### config.mk
export PLATFORM = sky130hd
export DESIGN_NAME = seven_segments_decoder
export DESIGN_NICKNAME = d
export VERILOG_FILES = /design/src/rtl/seven_segments_pkg.sv /design/src/rtl/seven_segments_stability_filter.sv /design/src/rtl/seven_segments_decoder.sv
export SDC_FILE = /design/constraint.sdc
export NUM_CORES = 1
export LEC_CHECK = 0
export BUFFER_PORTS_ARGS = -buffer_cell sky130_fd_sc_hd__buf_2
export CAP_MARGIN = 15
export CORE_MARGIN = 2
export CORE_UTILIZATION = 60
export CTS_CLUSTER_DIAMETER = 150
export DETAILED_ROUTE_END_ITERATION = 8
export PLACE_DENSITY = 0.9
export SLEW_MARGIN = 30
export SYNTH_ARGS = -nofsm -noshare
export SYNTH_HDL_FRONTEND = slang
export SYNTH_SLANG_ARGS = --single-unit
### constraint.sdc
create_clock -name i_Clk -period 4.4 [get_ports i_Clk]
set_input_delay 0.22 -clock i_Clk [delete_from_list [all_inputs] [get_ports i_Clk]]
set_output_delay 0.22 -clock i_Clk [all_outputs]
set_load 0.01 [all_outputs]
### src/rtl/seven_segments_pkg.sv
// rtl/seven_segments_pkg.sv - shared score glyph set, FSM states and score constants for the seven-segment interface
package seven_segments_pkg;

    // Active-high glyphs, bit6 = segment A .. bit0 = segment G
    localparam logic [6:0] SEG_1     = 7'h30;
    localparam logic [6:0] SEG_2     = 7'h6D;
    localparam logic [6:0] SEG_3     = 7'h79;
    localparam logic [6:0] SEG_4     = 7'h33;
    localparam logic [6:0] SEG_5     = 7'h5B;
    localparam logic [6:0] SEG_6     = 7'h5F;
    localparam logic [6:0] SEG_7     = 7'h70;
    localparam logic [6:0] SEG_8     = 7'h7F;
    localparam logic [6:0] SEG_9     = 7'h7B;
    localparam logic [6:0] SEG_F     = 7'h47;
    localparam logic [6:0] SEG_BLANK = 7'h00;

    // Line level with every segment off (lines are active-low)
    localparam logic [6:0] LINES_OFF = 7'h7F;

    localparam logic [3:0] SCORE_FINISH = 4'd10;

    typedef enum logic [1:0] {
        IDLE,
        SETTLING,
        LOCKED
    } seg_state_t;

endpackage

### src/rtl/seven_segments_stability_filter.sv
// rtl/seven_segments_stability_filter.sv - synchronises the segment lines and accepts a pattern once it has been stable
module seven_segments_stability_filter
    import seven_segments_pkg::*;
#(
    parameter int STABLE_CYCLES = 16,
    localparam int CNT_W = $clog2(STABLE_CYCLES + 1)
) (
    input  logic       i_Clk,
    input  logic       i_Rst_L,
    input  logic [6:0] i_Lines,
    output logic [6:0] o_Pattern,
    output logic       o_Accept
);

    localparam logic [CNT_W-1:0] CNT_TERM = CNT_W'(STABLE_CYCLES - 1);

    logic [6:0]       sync_1;
    logic [6:0]       sync_2;
    logic [6:0]       cand_lines;
    logic [CNT_W-1:0] cnt;
    seg_state_t       state;

    // Candidate and sampled lines stay in line (active-low) form; only the
    // output pattern is inverted, so reset "all off" is the same value everywhere.
    assign o_Pattern = ~cand_lines;

    // Accept fires on the edge where the candidate has been seen for the full window
    assign o_Accept = (state != LOCKED) && (sync_2 == cand_lines) && (cnt == CNT_TERM);

    // Synchroniser, candidate capture and stability timing FSM
    always_ff @(posedge i_Clk) begin
        if (!i_Rst_L) begin
            sync_1     <= LINES_OFF;
            sync_2     <= LINES_OFF;
            cand_lines <= LINES_OFF;
            cnt        <= '0;
            state      <= IDLE;
        end else begin
            sync_1 <= i_Lines;
            sync_2 <= sync_1;
            if (sync_2 != cand_lines) begin
                // A new pattern always restarts timing, even on the terminal edge
                cand_lines <= sync_2;
                cnt        <= '0;
                state      <= SETTLING;
            end else begin
                case (state)
                    IDLE, SETTLING: begin
                        // IDLE times the reset pattern too, so a steady blank gets accepted
                        cnt <= cnt + 1'b1;
                        if (cnt == CNT_TERM) begin
                            state <= LOCKED;
                        end
                    end
                    LOCKED: begin
                        // Counter parks at STABLE_CYCLES; no further accepts
                    end
                    default: begin
                        state <= IDLE;
                    end
                endcase
            end
        end
    end

endmodule

### src/rtl/seven_segments_decoder.sv
// rtl/seven_segments_decoder.sv - decodes filtered seven-segment lines into a score; SEVEN_SEGMENTS_ERR_COUNT_EN adds o_Err_Count
module seven_segments_decoder
    import seven_segments_pkg::*;
#(
    parameter int STABLE_CYCLES = 16
) (
    input  logic       i_Clk,
    input  logic       i_Rst_L,
    input  logic       i_Segment_A,
    input  logic       i_Segment_B,
    input  logic       i_Segment_C,
    input  logic       i_Segment_D,
    input  logic       i_Segment_E,
    input  logic       i_Segment_F,
    input  logic       i_Segment_G,
    output logic [3:0] o_Score,
    output logic       o_Valid,
    output logic       o_Update,
    output logic       o_Finish,
    output logic       o_Blank,
    output logic       o_Error
`ifdef SEVEN_SEGMENTS_ERR_COUNT_EN
    ,
    output logic [7:0] o_Err_Count
`endif
);

    logic [6:0] lines;
    logic [6:0] pattern;
    logic       accept;
    logic [6:0] accepted_lines;

    logic [3:0] dec_score;
    logic       dec_glyph;
    logic       dec_finish;
    logic       dec_blank;
    logic       dec_error;

    assign lines = {i_Segment_A, i_Segment_B, i_Segment_C, i_Segment_D,
                    i_Segment_E, i_Segment_F, i_Segment_G};

    seven_segments_stability_filter #(
        .STABLE_CYCLES(STABLE_CYCLES)
    ) u_filter (
        .i_Clk    (i_Clk),
        .i_Rst_L  (i_Rst_L),
        .i_Lines  (lines),
        .o_Pattern(pattern),
        .o_Accept (accept)
    );

    // Classify the candidate pattern against the score glyph set
    always_comb begin
        dec_score  = 4'd0;
        dec_glyph  = 1'b1;
        dec_finish = 1'b0;
        dec_blank  = 1'b0;
        case (pattern)
            SEG_1:     dec_score = 4'd1;
            SEG_2:     dec_score = 4'd2;
            SEG_3:     dec_score = 4'd3;
            SEG_4:     dec_score = 4'd4;
            SEG_5:     dec_score = 4'd5;
            SEG_6:     dec_score = 4'd6;
            SEG_7:     dec_score = 4'd7;
            SEG_8:     dec_score = 4'd8;
            SEG_9:     dec_score = 4'd9;
            SEG_F: begin
                dec_score  = SCORE_FINISH;
                dec_finish = 1'b1;
            end
            SEG_BLANK: begin
                dec_glyph = 1'b0;
                dec_blank = 1'b1;
            end
            default:   dec_glyph = 1'b0;
        endcase
    end

    assign dec_error = !dec_glyph && !dec_blank;

    // Accept step: latch status, keep the last valid score, pulse on a changed pattern
    always_ff @(posedge i_Clk) begin
        if (!i_Rst_L) begin
            o_Score        <= 4'd0;
            o_Valid        <= 1'b0;
            o_Update       <= 1'b0;
            o_Finish       <= 1'b0;
            o_Blank        <= 1'b0;
            o_Error        <= 1'b0;
            accepted_lines <= LINES_OFF;
        end else begin
            o_Update <= 1'b0;
            if (accept) begin
                o_Valid        <= dec_glyph;
                o_Finish       <= dec_finish;
                o_Blank        <= dec_blank;
                o_Error        <= dec_error;
                o_Update       <= (pattern != ~accepted_lines);
                accepted_lines <= ~pattern;
                if (dec_glyph) begin
                    o_Score <= dec_score;
                end
            end
        end
    end

`ifdef SEVEN_SEGMENTS_ERR_COUNT_EN
    // Saturating count of accepted patterns that are neither glyph nor blank
    always_ff @(posedge i_Clk) begin
        if (!i_Rst_L) begin
            o_Err_Count <= 8'd0;
        end else if (accept && dec_error && (o_Err_Count != 8'hFF)) begin
            o_Err_Count <= o_Err_Count + 8'd1;
        end
    end
`endif

endmodule

==> results.yml, run 1 <==
worst_setup_path:
  crit_type: "register to register"
  reg2reg_depth: 5
  end_kind: "register"
  r2r_start: "u_filter.cand_lines[6]$_SDFFE_PN1P_"
  worst-path-max-fanout: 18
  ff2ff_setup_slack_ps: 2100
  worstPathArrival_ps: 2580
  worst_ep_required_time_ps: 4680
  r2r-end: "o_Error$_SDFFE_PN0P_"
  cp-start-kind: "register"
pwr:
  p_leak_nw: 0.834
  ir_drop_uv: 294
  power_density_nw_per_um2: 344
synth:
  synth_seq_area_share: 0.462
  synth-edff-count: 0
  synth.top_cell.area_share: 0.462
  async_flop_share: 0
  synth_area_um2: 1910
  synth_nets: 211
  yosys.area.top_type: "dfxtp_1"
  synth.avg_cell_area_um2: 9.53
  synth_cells: 200
  ys.flop_type: "dfxtp_1"
  synthTopCellsByArea: "dfxtp_1 (46%), nand2b_1 (7.6%), xor2_1 (6.0%), nand2_1 (3.3%), nor2_1 (3.2%)"
  synth_seq_cells: 44
  synth_cell_types: 42
  yosysWarnings: 0
routing:
  wl_um: 3150
  post_drt_wl_per_cell_um: 12.4
  drt-initial-drc-count: 64
  ant_nets: 0
  via_count: 1356
  routed_via_density: 5.32
  drt_pre_antenna_iters: 4
  drc: 0
global_route:
  grt_max_degree: 33
  grt_overflow: 0
  grtUsageTotal: 0.198
  grt_pass1_vias: 1255
  grt_antenna_before_repair: 0
  grt_pass1_wl_um: 5300
cells_and_area:
  final_cells: 255
  fill_cells: 266
  syn2layout_area_growth_pct: 6.30
  layout_commonest_cell: "dfxtp_1"
  nets: 221
  most-common-layout-cells: "dfxtp_1 (44), nand2b_1 (23), nand2_1 (17), buf_2 (17), nor2_1 (16)"
  layout-drive-gt1-share: 0.161
  num_antenna_cells: 0
  fin_util: 0.669
min_path:
  min-delay-start: "i_Segment_B"
  hp-class: "input pin to register"
  hold_end: "u_filter.sync_1[5]$_SDFF_PN1_"
  min_path_cells: 2
sta:
  rsz0062_at_grt: "no"
  setup_viol: 0
  fin_setup_tns_ps: 0
  max_slew_margin: 0.546
  hold_slack_ps: 32.0
  fin_ws_ps: 2100
  clock_skew_ps: 9.41
  post-route-period-util: 0.522
  layout_min_cycle_time_ps: 2300
  report.final.slew_viol_count: 0
  max_freq_ghz: 0.436
  worst_slew_pin_slew_ps: 675
  hold_violations: 0
cts:
  cts.htree.levels: 2
  clk-insertion-delay-late_ps: 360
  numClockSinks: 44
  cts_made_buffers: 5
  hold_buffers: 0
  ctsLongestPathBuffers: 2
  clock-root-buffer: "clkbuf_4"
  post_cts_buffers: 0
  cts_tree: "yes"
  path_clk_slew_ps: 130
  cts_repair_resize_count: 0
floorplan:
  die_h_um: 60.4
  core-area_um2: 3030
  start_util: 0.629
  pin_count: 18
  die_x_um: 60.4
  die_area_um2: 3640
  rows: 20
placed_design:
  place_hpwl_um: 2220
  gp_congestion: 0.933
  pre_cts_ws_ps: 2140
  placed_cells: 247
  port_buffers: 17
flow_run:
  drv_cap: 0
outcome:
  status: "complete, no violations"
layer usage:
layer / wire [µm] / global-route usage
met5: 0 / 0
met3: 139 / 0.0768
met2: 1520 / 0.332
met1: 1450 / 0.232
met4: 43 / 0.0698
final cells by class:
cell class                      instances  area, µm²  share of cell area
Multi-Input combinational cell        139        913               0.451
Clock buffer                            5       37.5              0.0185
Clock inverter                          3       42.5              0.0210
Inverter                                3       11.3             0.00556
Timing Repair Buffer                   17       85.1              0.0420
Tap cell                               44       55.1              0.0272
Sequential cell                        44        881               0.435
cells in the mapped netlist (all sizes together) (3+ instances only):
cell and count:
dfxtp 44, xnor2 6, and4 3, nor2 16, a21oi 8, nand3 11
clkbuf 5, nor4 3, buf 9, nand2 19, nand2b 23, xor2 13
nor3 7, nand4b 3
registers in the layout, summed over array words and instances (netlist names), 2 cells and up:
signal,count
u_filter.cand_lines,7
u_filter.sync_1,7
accepted_lines,7
o_Score,4
u_filter.state,2
u_filter.cnt,5
u_filter.sync_2,7
worst max path at each step:
stage,from,endpoint,slack (ps)
finish,u_filter.cand_lines[6]$_SDFFE_PN1P_,o_Error$_SDFFE_PN0P_,2100
global placement,u_filter.cand_lines[0]$_SDFFE_PN1P_,o_Score[1]$_SDFFE_PN0P_,2220
global route,u_filter.cand_lines[0]$_SDFFE_PN1P_,o_Finish$_SDFFE_PN0P_,1910
CTS,u_filter.cand_lines[0]$_SDFFE_PN1P_,o_Error$_SDFFE_PN0P_,2110
floorplan,u_filter.cand_lines[5]$_SDFFE_PN1P_,o_Score[1]$_SDFFE_PN0P_,2700
detailed placement,u_filter.cand_lines[0]$_SDFFE_PN1P_,o_Score[1]$_SDFFE_PN0P_,2140
cells by family after synthesis:
kind of cell,Yosys count,share of synthesized area
AOI/OAI and AO/OA,18,0.0768
xor gates and xnor gates,19,0.0873
adders and majority gates,2,0.0131
buffers and inverters,17,0.0584
DFF,44,0.462
muxes,2,0.0105
and+or+nand+nor,98,0.292
per-stage QoR:
step	power [mW]	instance area (µm²)
after floorplan	0.453	1910
after global placement	0.459	1950
after detailed placement	0.461	1950
after CTS	0.704	2030
after global routing	0.728	2030
final	0.696	2030
power breakdown:
| group | internal, mW | switching, mW | leakage (nW) |
|---|---|---|---|
| logic | 0.0159 | 0.0178 | 0.433 |
| registers | 0.408 | 0.00947 | 0.360 |
| clock network | 0.118 | 0.127 | 0.0412 |
critical path, cell delays in order (launching register included):
cell and delay (ps):
dfxtp_1 650, xor2_1 130, nor3_1 360, and4_1 700, nand2_2 120, o32ai_2 260
Note: power is estimated with default switching activity, not from simulation.
==> run 2: changes to the inputs <==
- CORE_UTILIZATION: 60 -> 52
- PLACE_DENSITY: 0.9 -> 0.83
- clock period: 4.4 -> 1.9 ns (I/O delays scaled with it)
==> run 2 against run 1 <==
Power rose to 2.5 times the previous value. Global-route usage down 1.0 points. Sequential power up 130%. Critical path depth up 1. Worst hold slack better by 39 ps. Critical path type unchanged. Critical endpoint is now o_Score[1]$_SDFFE_PN0P_. Largest cell class unchanged. Largest power group unchanged.
==> results.yml, run 2 (synthesis gave the netlist of run 1 again) <==
outcome:
  status: "complete, no violations"
sta:
  post-route-period-util: 0.931
  report.final.slew_viol_count: 0
  worst_slew_pin_slew_ps: 423
  fin_setup_tns_ps: 0
  setup_viol: 0
  hold_violations: 0
  clock_skew_ps: 6.05
  layout_min_cycle_time_ps: 1770
  rsz0062_at_grt: "no"
  max_slew_margin: 0.714
  max_freq_ghz: 0.565
cts:
  ctsLongestPathBuffers: 2
  clk-insertion-delay-late_ps: 350
  clock-root-buffer: "clkbuf_4"
  cts.htree.levels: 2
  cts_tree: "yes"
  path_clk_slew_ps: 120
  numClockSinks: 44
  post_cts_buffers: 0
  cts_made_buffers: 5
worst_setup_path:
  worst_ep_required_time_ps: 2150
  worst-path-max-fanout: 7
  cp-start-kind: "register"
  worstPathArrival_ps: 2020
  crit_type: "register to register"
  end_kind: "register"
routing:
  routed_via_density: 5.23
  drt-initial-drc-count: 31
  via_count: 1443
  drc: 0
  wl_um: 3420
  ant_nets: 0
  drt_pre_antenna_iters: 4
  post_drt_wl_per_cell_um: 12.4
global_route:
  grt_pass1_vias: 1355
  grtUsageTotal: 0.188
  grt_max_degree: 19
  grt_pass1_wl_um: 6070
  grt_overflow: 0
  grt_antenna_before_repair: 0
placed_design:
  place_hpwl_um: 2420
  gp_congestion: 0.921
  port_buffers: 17
  place_area_um2: 2060
pwr:
  power_density_nw_per_um2: 781
  ir_drop_uv: 472
  p_leak_nw: 0.938
  power.total_mw: 1.76
floorplan:
  rows: 21
  pin_count: 18
  start_util: 0.558
  die_x_um: 64.5
  die_h_um: 64.5
  die_area_um2: 4160
  core-area_um2: 3420
cells_and_area:
  layout_commonest_cell: "dfxtp_1"
  final_area_um2: 2250
  nets: 241
  syn2layout_area_growth_pct: 18.3
  num_antenna_cells: 0
  layout-drive-gt1-share: 0.235
  most-common-layout-cells: "dfxtp_1 (39), nand2b_1 (23), nand2_1 (17), buf_2 (17), nor2_1 (16)"
  fill_cells: 293
min_path:
  hp-class: "input pin to register"
flow_run:
  drv_cap: 0
-- run 2: cell type report --
| class | count | area (µm²) | share of cell area |
|---|---|---|---|
| clock buffer | 5 | 37.5 | 0.0167 |
| clock inverter | 2 | 60.1 | 0.0267 |
| inverter | 3 | 11.3 | 0.00500 |
| multi-input combinational | 139 | 932 | 0.414 |
| sequential | 44 | 890 | 0.395 |
| tap | 46 | 57.6 | 0.0255 |
| timing repair buffer | 37 | 265 | 0.118 |
-- run 2: final timing paths --
path	from	to	slack, ps	cells after the start
min reg2reg	u_filter.sync_1[6]$_SDFF_PN1_	u_filter.sync_2[6]$_SDFF_PN1_	420	1
max reg2reg	u_filter.cand_lines[0]$_SDFFE_PN1P_	o_Score[1]$_SDFFE_PN0P_	130	6
max	u_filter.cand_lines[0]$_SDFFE_PN1P_	o_Score[1]$_SDFFE_PN0P_	130	6
min	i_Rst_L	u_filter.sync_2[4]$_SDFF_PN1_	70	2
-- run 2: critical path: stages, from the launching register on --
cell and delay, ps:
dfxtp_1 410, buf_4 200, nor2_1 60, and4_1 220
or4_4 530, a21oi_1 190, nor3_2 60
-- run 2: timing repair --
action | 4_1_cts | 5_1_grt
resized for setup | 1 | 8
hold buffers | 7 | 0
pin swaps | 0 | 1
endpoints found under the setup margin | 1 | 10
hold endpoints to repair | 7 | 0
-- run 2: where the power goes --
group	internal [mW]	total, mW	switching (mW)
clock	0.403	0.686	0.283
combinational	0.0583	0.111	0.0532
sequential	0.944	0.962	0.0177
total	1.41	1.76	0.354
-- run 2: per-stage QoR --
stage	instances	setup WS (ps)	hold WS, ps	util
floorplan	200	196	196	-
global placement	262	68.2	275	0.603
detailed placement	262	29.1	281	0.603
CTS	276	5.40	65.0	0.653
global route	276	1.82	54.8	0.660
finish	276	130	70.8	0.660
-- run 2: routing by layer --
metal,up-vias,part of all wire,track usage
li1,737,-,-
met1,671,0.46,0.232
met2,30,0.48,0.309
met3,5,0.043,0.0590
met4,0,0.015,0.0691
met5,-,0,0
==> run 3: changes to the inputs <==
- CORE_UTILIZATION: 52 -> 55
- CTS_BUF_LIST: unset -> sky130_fd_sc_hd__clkbuf_4 sky130_fd_sc_hd__clkbuf_8
- PLACE_DENSITY: 0.83 -> 0.87
==> run 3 against run 2 <==
Routed wire length is 0.32% higher. Worst hold slack lost 25 ps. Flip-flop and latch count unchanged. Clock power is 15% lower. Maximum frequency shrank 1.5%. Power is 5.8% lower. Clock-buffer cell count grew 1. Die area fell by 5.1%. Critical endpoint unchanged. Largest power group unchanged.
==> results.yml, run 3 (synthesis gave the netlist of run 1 again) <==
outcome:
  status: "complete, no violations"
flow_run:
  drv_cap: 0
placed_design:
  port_buffers: 17
  gp_congestion: 0.885
  placed_cells: 263
  place_hpwl_um: 2310
sta:
  setup_viol: 0
  report.final.slew_viol_count: 0
  fin_setup_tns_ps: 0
  hold_slack_ps: 45.6
  layout_min_cycle_time_ps: 1800
  max_freq_ghz: 0.557
  max_slew_margin: 0.676
  post-route-period-util: 0.945
  hold_violations: 0
  clock_skew_ps: 12.1
  rsz0062_at_grt: "no"
  worst_slew_pin_slew_ps: 480
floorplan:
  rows: 21
  die_h_um: 62.9
  die_x_um: 62.9
  start_util: 0.571
  die_area_um2: 3950
  pin_count: 18
  core-area_um2: 3340
worst_setup_path:
  crit_type: "register to register"
  worst_ep_required_time_ps: 2160
  path_cells: "or3_4 -> a2111oi_4 -> or4_4 -> and4_1 -> nor3_2"
  end_kind: "register"
  slowest_delay_ps: 430
  worst-path-max-fanout: 11
  cp-start-kind: "register"
  cp-startpoint: "u_filter.cand_lines[4]$_SDFFE_PN1P_"
  r2r_start: "u_filter.cand_lines[4]$_SDFFE_PN1P_"
  slowest_stage: "a2111oi_4"
  worstPathArrival_ps: 2060
global_route:
  grtUsageTotal: 0.195
  grt_pass1_wl_um: 5970
  grt_antenna_before_repair: 0
  grt_overflow: 0
  grt_pass1_vias: 1432
  grt_max_degree: 19
cts:
  cts_made_buffers: 5
  cts.htree.levels: 2
  cts_tree: "yes"
  path_clk_slew_ps: 130
  ctsLongestPathBuffers: 2
  clock-root-buffer: "clkbuf_4"
  clk-insertion-delay-late_ps: 360
  numClockSinks: 44
cells_and_area:
  nets: 242
  num_antenna_cells: 0
  most-common-layout-cells: "dfxtp_1 (39), nand2b_1 (23), nand2_1 (17), buf_2 (17), nor2_1 (16)"
  multi_input_area_um2: 926
  regArea_um2: 887
  fill_cells: 266
  final_cells: 278
  syn2layout_area_growth_pct: 17.3
  layout-drive-gt1-share: 0.237
  layout_commonest_cell: "dfxtp_1"
routing:
  post_drt_wl_per_cell_um: 12.3
  routed_via_density: 5.27
  drc: 0
  drt_pre_antenna_iters: 4
  wl_um: 3430
  ant_nets: 0
  drt-initial-drc-count: 77
  via_count: 1466
pwr:
  p_leak_nw: 0.935
  ir_drop_uv: 541
  power_density_nw_per_um2: 742
min_path:
  min-delay-start: "i_Rst_L"
  hp-class: "input pin to register"
## run 3: path summary, 6_finish.rpt
path                                                  endpoint  slack (ps)  cells past startpoint
worst min-delay path            accepted_lines[6]$_SDFFE_PN1P_          50                      2
worst min register to register   u_filter.sync_2[6]$_SDFF_PN1_         420                      1
worst max register to register         o_Score[1]$_SDFFE_PN0P_         100                      5
worst max-delay path                   o_Score[1]$_SDFFE_PN0P_         100                      5
## run 3: critical path: cells and delay by family (launching register included)
family / cells / cell delay, ps
simple gates: 4 / 850
compound gates: 1 / 430
flops: 1 / 410
## run 3: power breakdown
part	total [mW]	switching (mW)	internal, mW
Sequential	0.962	0.0169	0.945
Clock	0.584	0.293	0.290
Combinational	0.112	0.0527	0.0588
## run 3: routing by layer
| layer | vias up | wire, µm | GRT usage | part of all wire |
|---|---|---|---|---|
| li1 | 739 | - | - | - |
| met1 | 667 | 1500 | 0.216 | 0.44 |
| met2 | 50 | 1640 | 0.330 | 0.48 |
| met3 | 10 | 199 | 0.0432 | 0.058 |
| met4 | 0 | 90 | 0.133 | 0.026 |
| met5 | - | 0 | 0 | 0 |
## run 3: layout make-up
cell class / instances / share of cell area
well taps: 46 / 0.0258
multi-input cells: 139 / 0.414
flip-flops and latches: 44 / 0.397
clock inverters: 2 / 0.0157
repair buffers: 38 / 0.122
inverters: 3 / 0.00504
clock buffers: 6 / 0.0202
## run 3: timing repair
| item | 4_1_cts | 5_1_grt |
|---|---|---|
| gates resized for setup | 1 | 7 |
| endpoints found under the hold margin | 7 | 0 |
| hold buffers | 7 | 0 |
| setup endpoints to repair | 2 | 12 |
| setup buffers | 0 | 0 |
## run 3: per-stage QoR
stage	cell area [µm²]	power [mW]	setup slack, ps	util
2_1_floorplan	1910	1.05	196	-
3_3_place_gp	2070	1.08	98.9	0.619
3_5_place_dp	2070	1.08	34.9	0.619
4_1_cts	2220	1.67	5.38	0.666
5_1_grt	2230	1.73	7.11	0.670
6_report	2230	1.66	104	0.670
